`src/rtl/snn_pkg.sv`:
```
// ---------------------------------------------------------------------------
// snn_pkg
// Shared definitions for the spiking-neural-network datapath blocks.
//   WIDTH_DEFAULT  : default signed weight / neuron current width
//   ADDR_W_DEFAULT : default address-event address width
//   ERR_MAX        : saturation ceiling for 8-bit error counters
//   aer_event_t    : {addr, data} address-event at default widths
//   fifo_state_t   : occupancy states of the two-entry event buffer
//   sat_inc()      : saturating increment for 8-bit counters
// ---------------------------------------------------------------------------
package snn_pkg;

  localparam int WIDTH_DEFAULT = 12;
  localparam int ADDR_W_DEFAULT = 2;
  localparam logic [7:0] ERR_MAX = 8'hFF;

  typedef struct packed {
    logic [ADDR_W_DEFAULT-1:0] addr;
    logic signed [WIDTH_DEFAULT-1:0] data;
  } aer_event_t;

  typedef enum logic [1:0] {
    FIFO_EMPTY = 2'd0,
    FIFO_ONE   = 2'd1,
    FIFO_FULL  = 2'd2
  } fifo_state_t;

  // Counter sticks at ERR_MAX instead of wrapping back to zero.
  function automatic logic [7:0] sat_inc(input logic [7:0] value);
    return (value == ERR_MAX) ? value : value + 8'd1;
  endfunction

endpackage

```
`src/rtl/event_fifo2.sv`:
```
// ---------------------------------------------------------------------------
// event_fifo2
// Two-entry synchronous FIFO whose occupancy is held as an explicit state
// machine (EMPTY / ONE / FULL).
//   clk, rst : rising-edge clock, asynchronous active-high reset
//   push     : write wdata (ignored while full)
//   pop      : drop the head entry (ignored while empty)
//   wdata    : payload to write, W bits
//   rdata    : current head entry, W bits
//   count    : number of stored entries (0..2)
//   full     : two entries stored
//   empty    : no entries stored
// ---------------------------------------------------------------------------
module event_fifo2
  import snn_pkg::*;
#(
  parameter int W = ADDR_W_DEFAULT + WIDTH_DEFAULT
) (
  input  logic         clk,
  input  logic         rst,
  input  logic         push,
  input  logic         pop,
  input  logic [W-1:0] wdata,
  output logic [W-1:0] rdata,
  output logic [1:0]   count,
  output logic         full,
  output logic         empty
);

  fifo_state_t state;
  logic [W-1:0] mem [2];
  logic wr_ptr;
  logic rd_ptr;
  logic do_push;
  logic do_pop;

  // Requests that cannot be honoured in the current state are dropped here,
  // so the caller may drive push/pop without looking at full/empty.
  assign do_push = push && (state != FIFO_FULL);
  assign do_pop  = pop && (state != FIFO_EMPTY);

  // Occupancy state machine together with the read/write pointers.
  always_ff @(posedge clk or posedge rst) begin
    if (rst) begin
      state  <= FIFO_EMPTY;
      wr_ptr <= 1'b0;
      rd_ptr <= 1'b0;
    end else begin
      if (do_push) wr_ptr <= ~wr_ptr;
      if (do_pop)  rd_ptr <= ~rd_ptr;
      case (state)
        FIFO_EMPTY: begin
          if (do_push) state <= FIFO_ONE;
        end
        FIFO_ONE: begin
          if (do_push && !do_pop)      state <= FIFO_FULL;
          else if (do_pop && !do_push) state <= FIFO_EMPTY;
        end
        FIFO_FULL: begin
          if (do_pop) state <= FIFO_ONE;
        end
        default: state <= FIFO_EMPTY;
      endcase
    end
  end

  // Payload storage needs no reset: occupancy alone decides what is valid.
  always_ff @(posedge clk) begin
    if (do_push) mem[wr_ptr] <= wdata;
  end

  assign rdata = mem[rd_ptr];
  assign full  = (state == FIFO_FULL);
  assign empty = (state == FIFO_EMPTY);

  // Entry count decoded straight from the occupancy state.
  always_comb begin
    count = 2'd0;
    case (state)
      FIFO_ONE:  count = 2'd1;
      FIFO_FULL: count = 2'd2;
      default:   count = 2'd0;
    endcase
  end

endmodule

```
`src/rtl/aer_spike_demux.sv`:
```
// ---------------------------------------------------------------------------
// aer_spike_demux
// Address-event receiver: buffers up to two {addr, weight} events and routes
// each one to its neuron channel as a registered one-cycle strobe with data.
//   clk, rst   : rising-edge clock, asynchronous active-high reset
//   in_valid   : event present on in_addr / in_data
//   in_ready   : buffer can take an event (buffer not full)
//   in_addr    : target channel, ADDR_W bits
//   in_data    : signed synaptic weight, WIDTH bits
//   out_stall  : downstream hold, blocks dispatch while high
//   out_valid  : one-hot per-channel strobe, NUM_OUT bits
//   out_data   : per-channel weights, channel i at [i*WIDTH +: WIDTH]
//   err_count  : saturating count of events with an unroutable address
// ---------------------------------------------------------------------------
module aer_spike_demux
  import snn_pkg::*;
#(
  parameter int NUM_OUT = 4,
  parameter int ADDR_W  = ADDR_W_DEFAULT,
  parameter int WIDTH   = WIDTH_DEFAULT
) (
  input  logic                     clk,
  input  logic                     rst,
  input  logic                     in_valid,
  output logic                     in_ready,
  input  logic [ADDR_W-1:0]        in_addr,
  input  logic signed [WIDTH-1:0]  in_data,
  input  logic                     out_stall,
  output logic [NUM_OUT-1:0]       out_valid,
  output logic [NUM_OUT*WIDTH-1:0] out_data,
  output logic [7:0]               err_count
);

  typedef struct packed {
    logic [ADDR_W-1:0]       addr;
    logic signed [WIDTH-1:0] data;
  } event_t;

  event_t     wr_event;
  event_t     head;
  logic       push;
  logic       pop;
  logic       fifo_full;
  logic       fifo_empty;
  logic       routable;
  logic [1:0] unused_fifo_count;

  assign wr_event = '{addr: in_addr, data: in_data};

  // in_ready comes only from the buffer's registered occupancy.
  assign in_ready = !fifo_full;
  assign push     = in_valid && in_ready;

  // Only an entry already stored before this edge can be popped, so a fresh
  // push always spends one cycle in the buffer before dispatch.
  assign pop      = !fifo_empty && !out_stall;
  assign routable = (int'(head.addr) < NUM_OUT);

  event_fifo2 #(
    .W($bits(event_t))
  ) u_fifo (
    .clk  (clk),
    .rst  (rst),
    .push (push),
    .pop  (pop),
    .wdata(wr_event),
    .rdata(head),
    .count(unused_fifo_count),
    .full (fifo_full),
    .empty(fifo_empty)
  );

  // Dispatch register stage: strobes clear every cycle, data slices hold
  // their last weight, and unroutable events only bump the error counter.
  always_ff @(posedge clk or posedge rst) begin
    if (rst) begin
      out_valid <= '0;
      out_data  <= '0;
      err_count <= '0;
    end else begin
      out_valid <= '0;
      for (int i = 0; i < NUM_OUT; i++) begin
        if (pop && routable && (int'(head.addr) == i)) begin
          out_valid[i]                <= 1'b1;
          out_data[i*WIDTH +: WIDTH]  <= head.data;
        end
      end
      if (pop && !routable) err_count <= sat_inc(err_count);
    end
  end

endmodule

```
`config.mk`:
```
export PLATFORM = sky130hd
export DESIGN_NAME = aer_spike_demux
export DESIGN_NICKNAME = d
export VERILOG_FILES = /design/src/rtl/snn_pkg.sv /design/src/rtl/event_fifo2.sv /design/src/rtl/aer_spike_demux.sv
export SDC_FILE = /design/constraint.sdc
export NUM_CORES = 1
export LEC_CHECK = 0
export CORE_UTILIZATION = 49
export DETAILED_ROUTE_END_ITERATION = 16
export PLACE_DENSITY = 0.79
export SKIP_LAST_GASP = 1
export SYNTH_ARGS = -nofsm -noshare
export SYNTH_HDL_FRONTEND = slang
export SYNTH_SLANG_ARGS = --single-unit
```
`constraint.sdc`:
```
create_clock -name clk -period 2 [get_ports clk]
set_input_delay 0.4 -clock clk [delete_from_list [all_inputs] [get_ports clk]]
set_output_delay 0.4 -clock clk [all_outputs]
set_load 0.02 [all_outputs]
```
==> metrics <==
Detailed Place HPWL=approximately 4300 um; Crit. End Element=flip-flop; n_diodes=0; Yosys Warn Count=0; Hold Fails Final Rpt=0; sequential area share after synthesis=0.683; leading area contributor after synthesis=dfrtp_1; # hold bufs at CTS=0; final WL=6270 um; vias in the first global route=1974; Post-Synthesis Cells=183; syn avg cell area=17.9 um2; final core utilization=0.671; Worst path most repeated cell=mux2_4; antenna viol nets, final=0; CP max-delay cell=dfrtp_1; startpoint types=flip-flop; router iterations before antenna repair=10; routability cong.=0.736; standard-cell rows=29; min Tclk post-route=1.87 ns; wire per inst=around 18 um; root buf cell=clkbuf_8; number of synthesized flops with an enable pin=28; wire length of the first global-routing pass=10400 um; Final Max Slew Viols=0; Period Utilization, post-route=0.933; Arrival @ worst endpoint=2.09 ns; Vias/cell=5.03; outcome=finished, violations left; antenna violations before repair=0; Worst Setup SP=u_fifo.rd_ptr$_DFFE_PP0P_; layout cells sized above 1=0.336; PD cells=1650 nW/um2; IO Port Bufs=70; GRT Residual Overflow=0; Pleak=0.00175 uW; clk sink count=84; PnR worst setup slack=0.133 ns; Finished Cell Area=4310 um2; Max transition margin=0.666; top cell type's share of synthesized area=0.427; total CTS buffers=9; Total Routing Usage GR=0.201; ranking of synthesized cells by area=dfrtp_1 43%, edfxtp_1 26%, mux2_2 17%, mux2_4 5.0%, buf_4 1.8%; post-synthesis register bit count=84; worst min path class=in -> async; starting density of the core=0.511; Post-DP Area=4100 um2; Clock Skews=0.00923 ns; CP max FO=9; total negative slack=0 ns; CTS Buffer Depth=2; most common cell in the synthesized netlist=dfrtp_1; Synth Flop Type=dfrtp_1; CTS tree=built; Slew @ Worst Pin=0.500 ns; filler instances=477; pre-CTS WS=-0.00608 ns; DRC Markers=13; total number of vias=1764; Post-synth ARST share=0.667; WS Path Type=reg -> reg; largest net degree at the start of global routing=35; area grow syn2layout=31.3%; final setup fails=0; Max Cap Violations=0; DRT iter0 DRCs=79; Synth cell types=23; Final nets=287; Die W=83.9 um; Mapped Area=3280 um2; Clock transition at path regs=0.08 ns; multi-input combinational cell area=943 um2; num ports=79; unrepaired setup endpoints after global routing=false; FF/Latch Area=roughly 2200 um2; die area=7030 um2; commonest cells in the synthesized netlist=56 x dfrtp_1, 50 x mux2_2, 28 x edfxtp_1, 11 x mux2_4, 8 x buf_4; core area=6420 um2; H-tree levels=3; clk_lat worst skew=0.34 ns; Hold Slack=0.416 ns; fmax=536 MHz; critical path data required time=2.22 ns; CP Cell Sequence=mux2_4 -> nor3_4 -> buf_4 -> mux2_4; failing checks=design-rule violations; Critical Path Max Stage Delay=0.60 ns; die height=83.9 um; FF-to-FF Start=u_fifo.rd_ptr$_DFFE_PP0P_; worst vdd ir=781 uV
-- sequential cells by signal, indices dropped and copies added, names as in the netlist --
signal,flops
out_data,48
u_fifo.mem,28
out_valid,4
u_fifo.state,2
u_fifo.rd_ptr,1
u_fifo.wr_ptr,1
-- cell usage in the layout (no fill, tap or decap), types with 2 or more instances in the layout --
| cell type | count |
|---|---|
| mux2_4 | 11 |
| buf_12 | 2 |
| bufinv_16 | 2 |
| dfrtp_1 | 56 |
| clkdlybuf4s50_1 | 69 |
| conb_1 | 8 |
| clkbuf_1 | 2 |
| mux2i_1 | 3 |
| xnor2_1 | 2 |
| edfxtp_1 | 28 |
| mux2_2 | 50 |
| buf_4 | 10 |
| nand2_1 | 3 |
| nor3_4 | 3 |
| o21ai_0 | 2 |
| clkbuf_8 | 9 |
-- critical path: cells and delay by family, from the launching register on --
family                 cells  cell delay, ns
buffers and inverters      1            0.25
muxes                      2            0.69
DFF                        1            0.60
and+or+nand+nor            1            0.21
-- power by group --
part	switching [uW]	total, uW	internal (uW)
clock network	571	1270	698
logic	1410	3040	1630
registers	368	2810	2440
-- layout make-up --
| cell class | count | share of cell area |
|---|---|---|
| Sequential cell | 84 | 0.520 |
| Multi-Input combinational cell | 91 | 0.219 |
| Timing Repair Buffer | 82 | 0.190 |
| Inverter | 1 | 0.000871 |
| Tap cell | 77 | 0.0223 |
| Clock buffer | 11 | 0.0305 |
| Clock inverter | 5 | 0.0177 |
-- per-stage QoR --
stage / cells / power, uW
floorplan: 190 / 4520
global placement: 335 / 5800
finish: 351 / 7120
detailed placement: 335 / 5920
CTS: 351 / 7200
global route: 351 / 7480
-- timing repair --
action,in CTS,in global routing
hold endpoints to repair,0,0
gates resized for setup,0,1
buffers inserted,0,0
endpoints found under the setup margin,0,1
-- layer usage --
layer,GRT usage,wire [um],vias up,part of all wire
li1,-,-,817,-
met1,0.243,2630,889,0.42
met2,0.344,3310,49,0.53
met3,0.0445,233,9,0.037
met4,0.0909,106,0,0.017
met5,0,0,-,0
-- kinds of logic (layout without fill, tap and decap cells) --
group                     count (synthesis)  count (layout)  synth area share
DFF                                      84              84             0.683
AOI/OAI and AO/OA                         4               4           0.00839
other                                     1               8           0.00114
buffers and inverters                    15              99            0.0377
muxes                                    65              65             0.234
and+or+nand+nor                          12              12            0.0301
xor gates and xnor gates                  2               2           0.00534
-- path summary, 6_finish.rpt --
kind | end | slack [ns] | cells after the start
hold reg to reg | out_data[7]$_DFFE_PP0P_ | 0.49 | 1
setup reg to reg | out_data[35]$_DFFE_PP0P_ | 0.13 | 4
max in group asynchronous | out_data[29]$_DFFE_PP0P_ | 1.20 | 3
hold / removal | out_data[34]$_DFFE_PP0P_ | 0.42 | 3
setup / recovery | out_data[35]$_DFFE_PP0P_ | 0.13 | 4
min in group clk | out_data[7]$_DFFE_PP0P_ | 0.49 | 1
No activity file was read; power rests on OpenSTA's default activity.
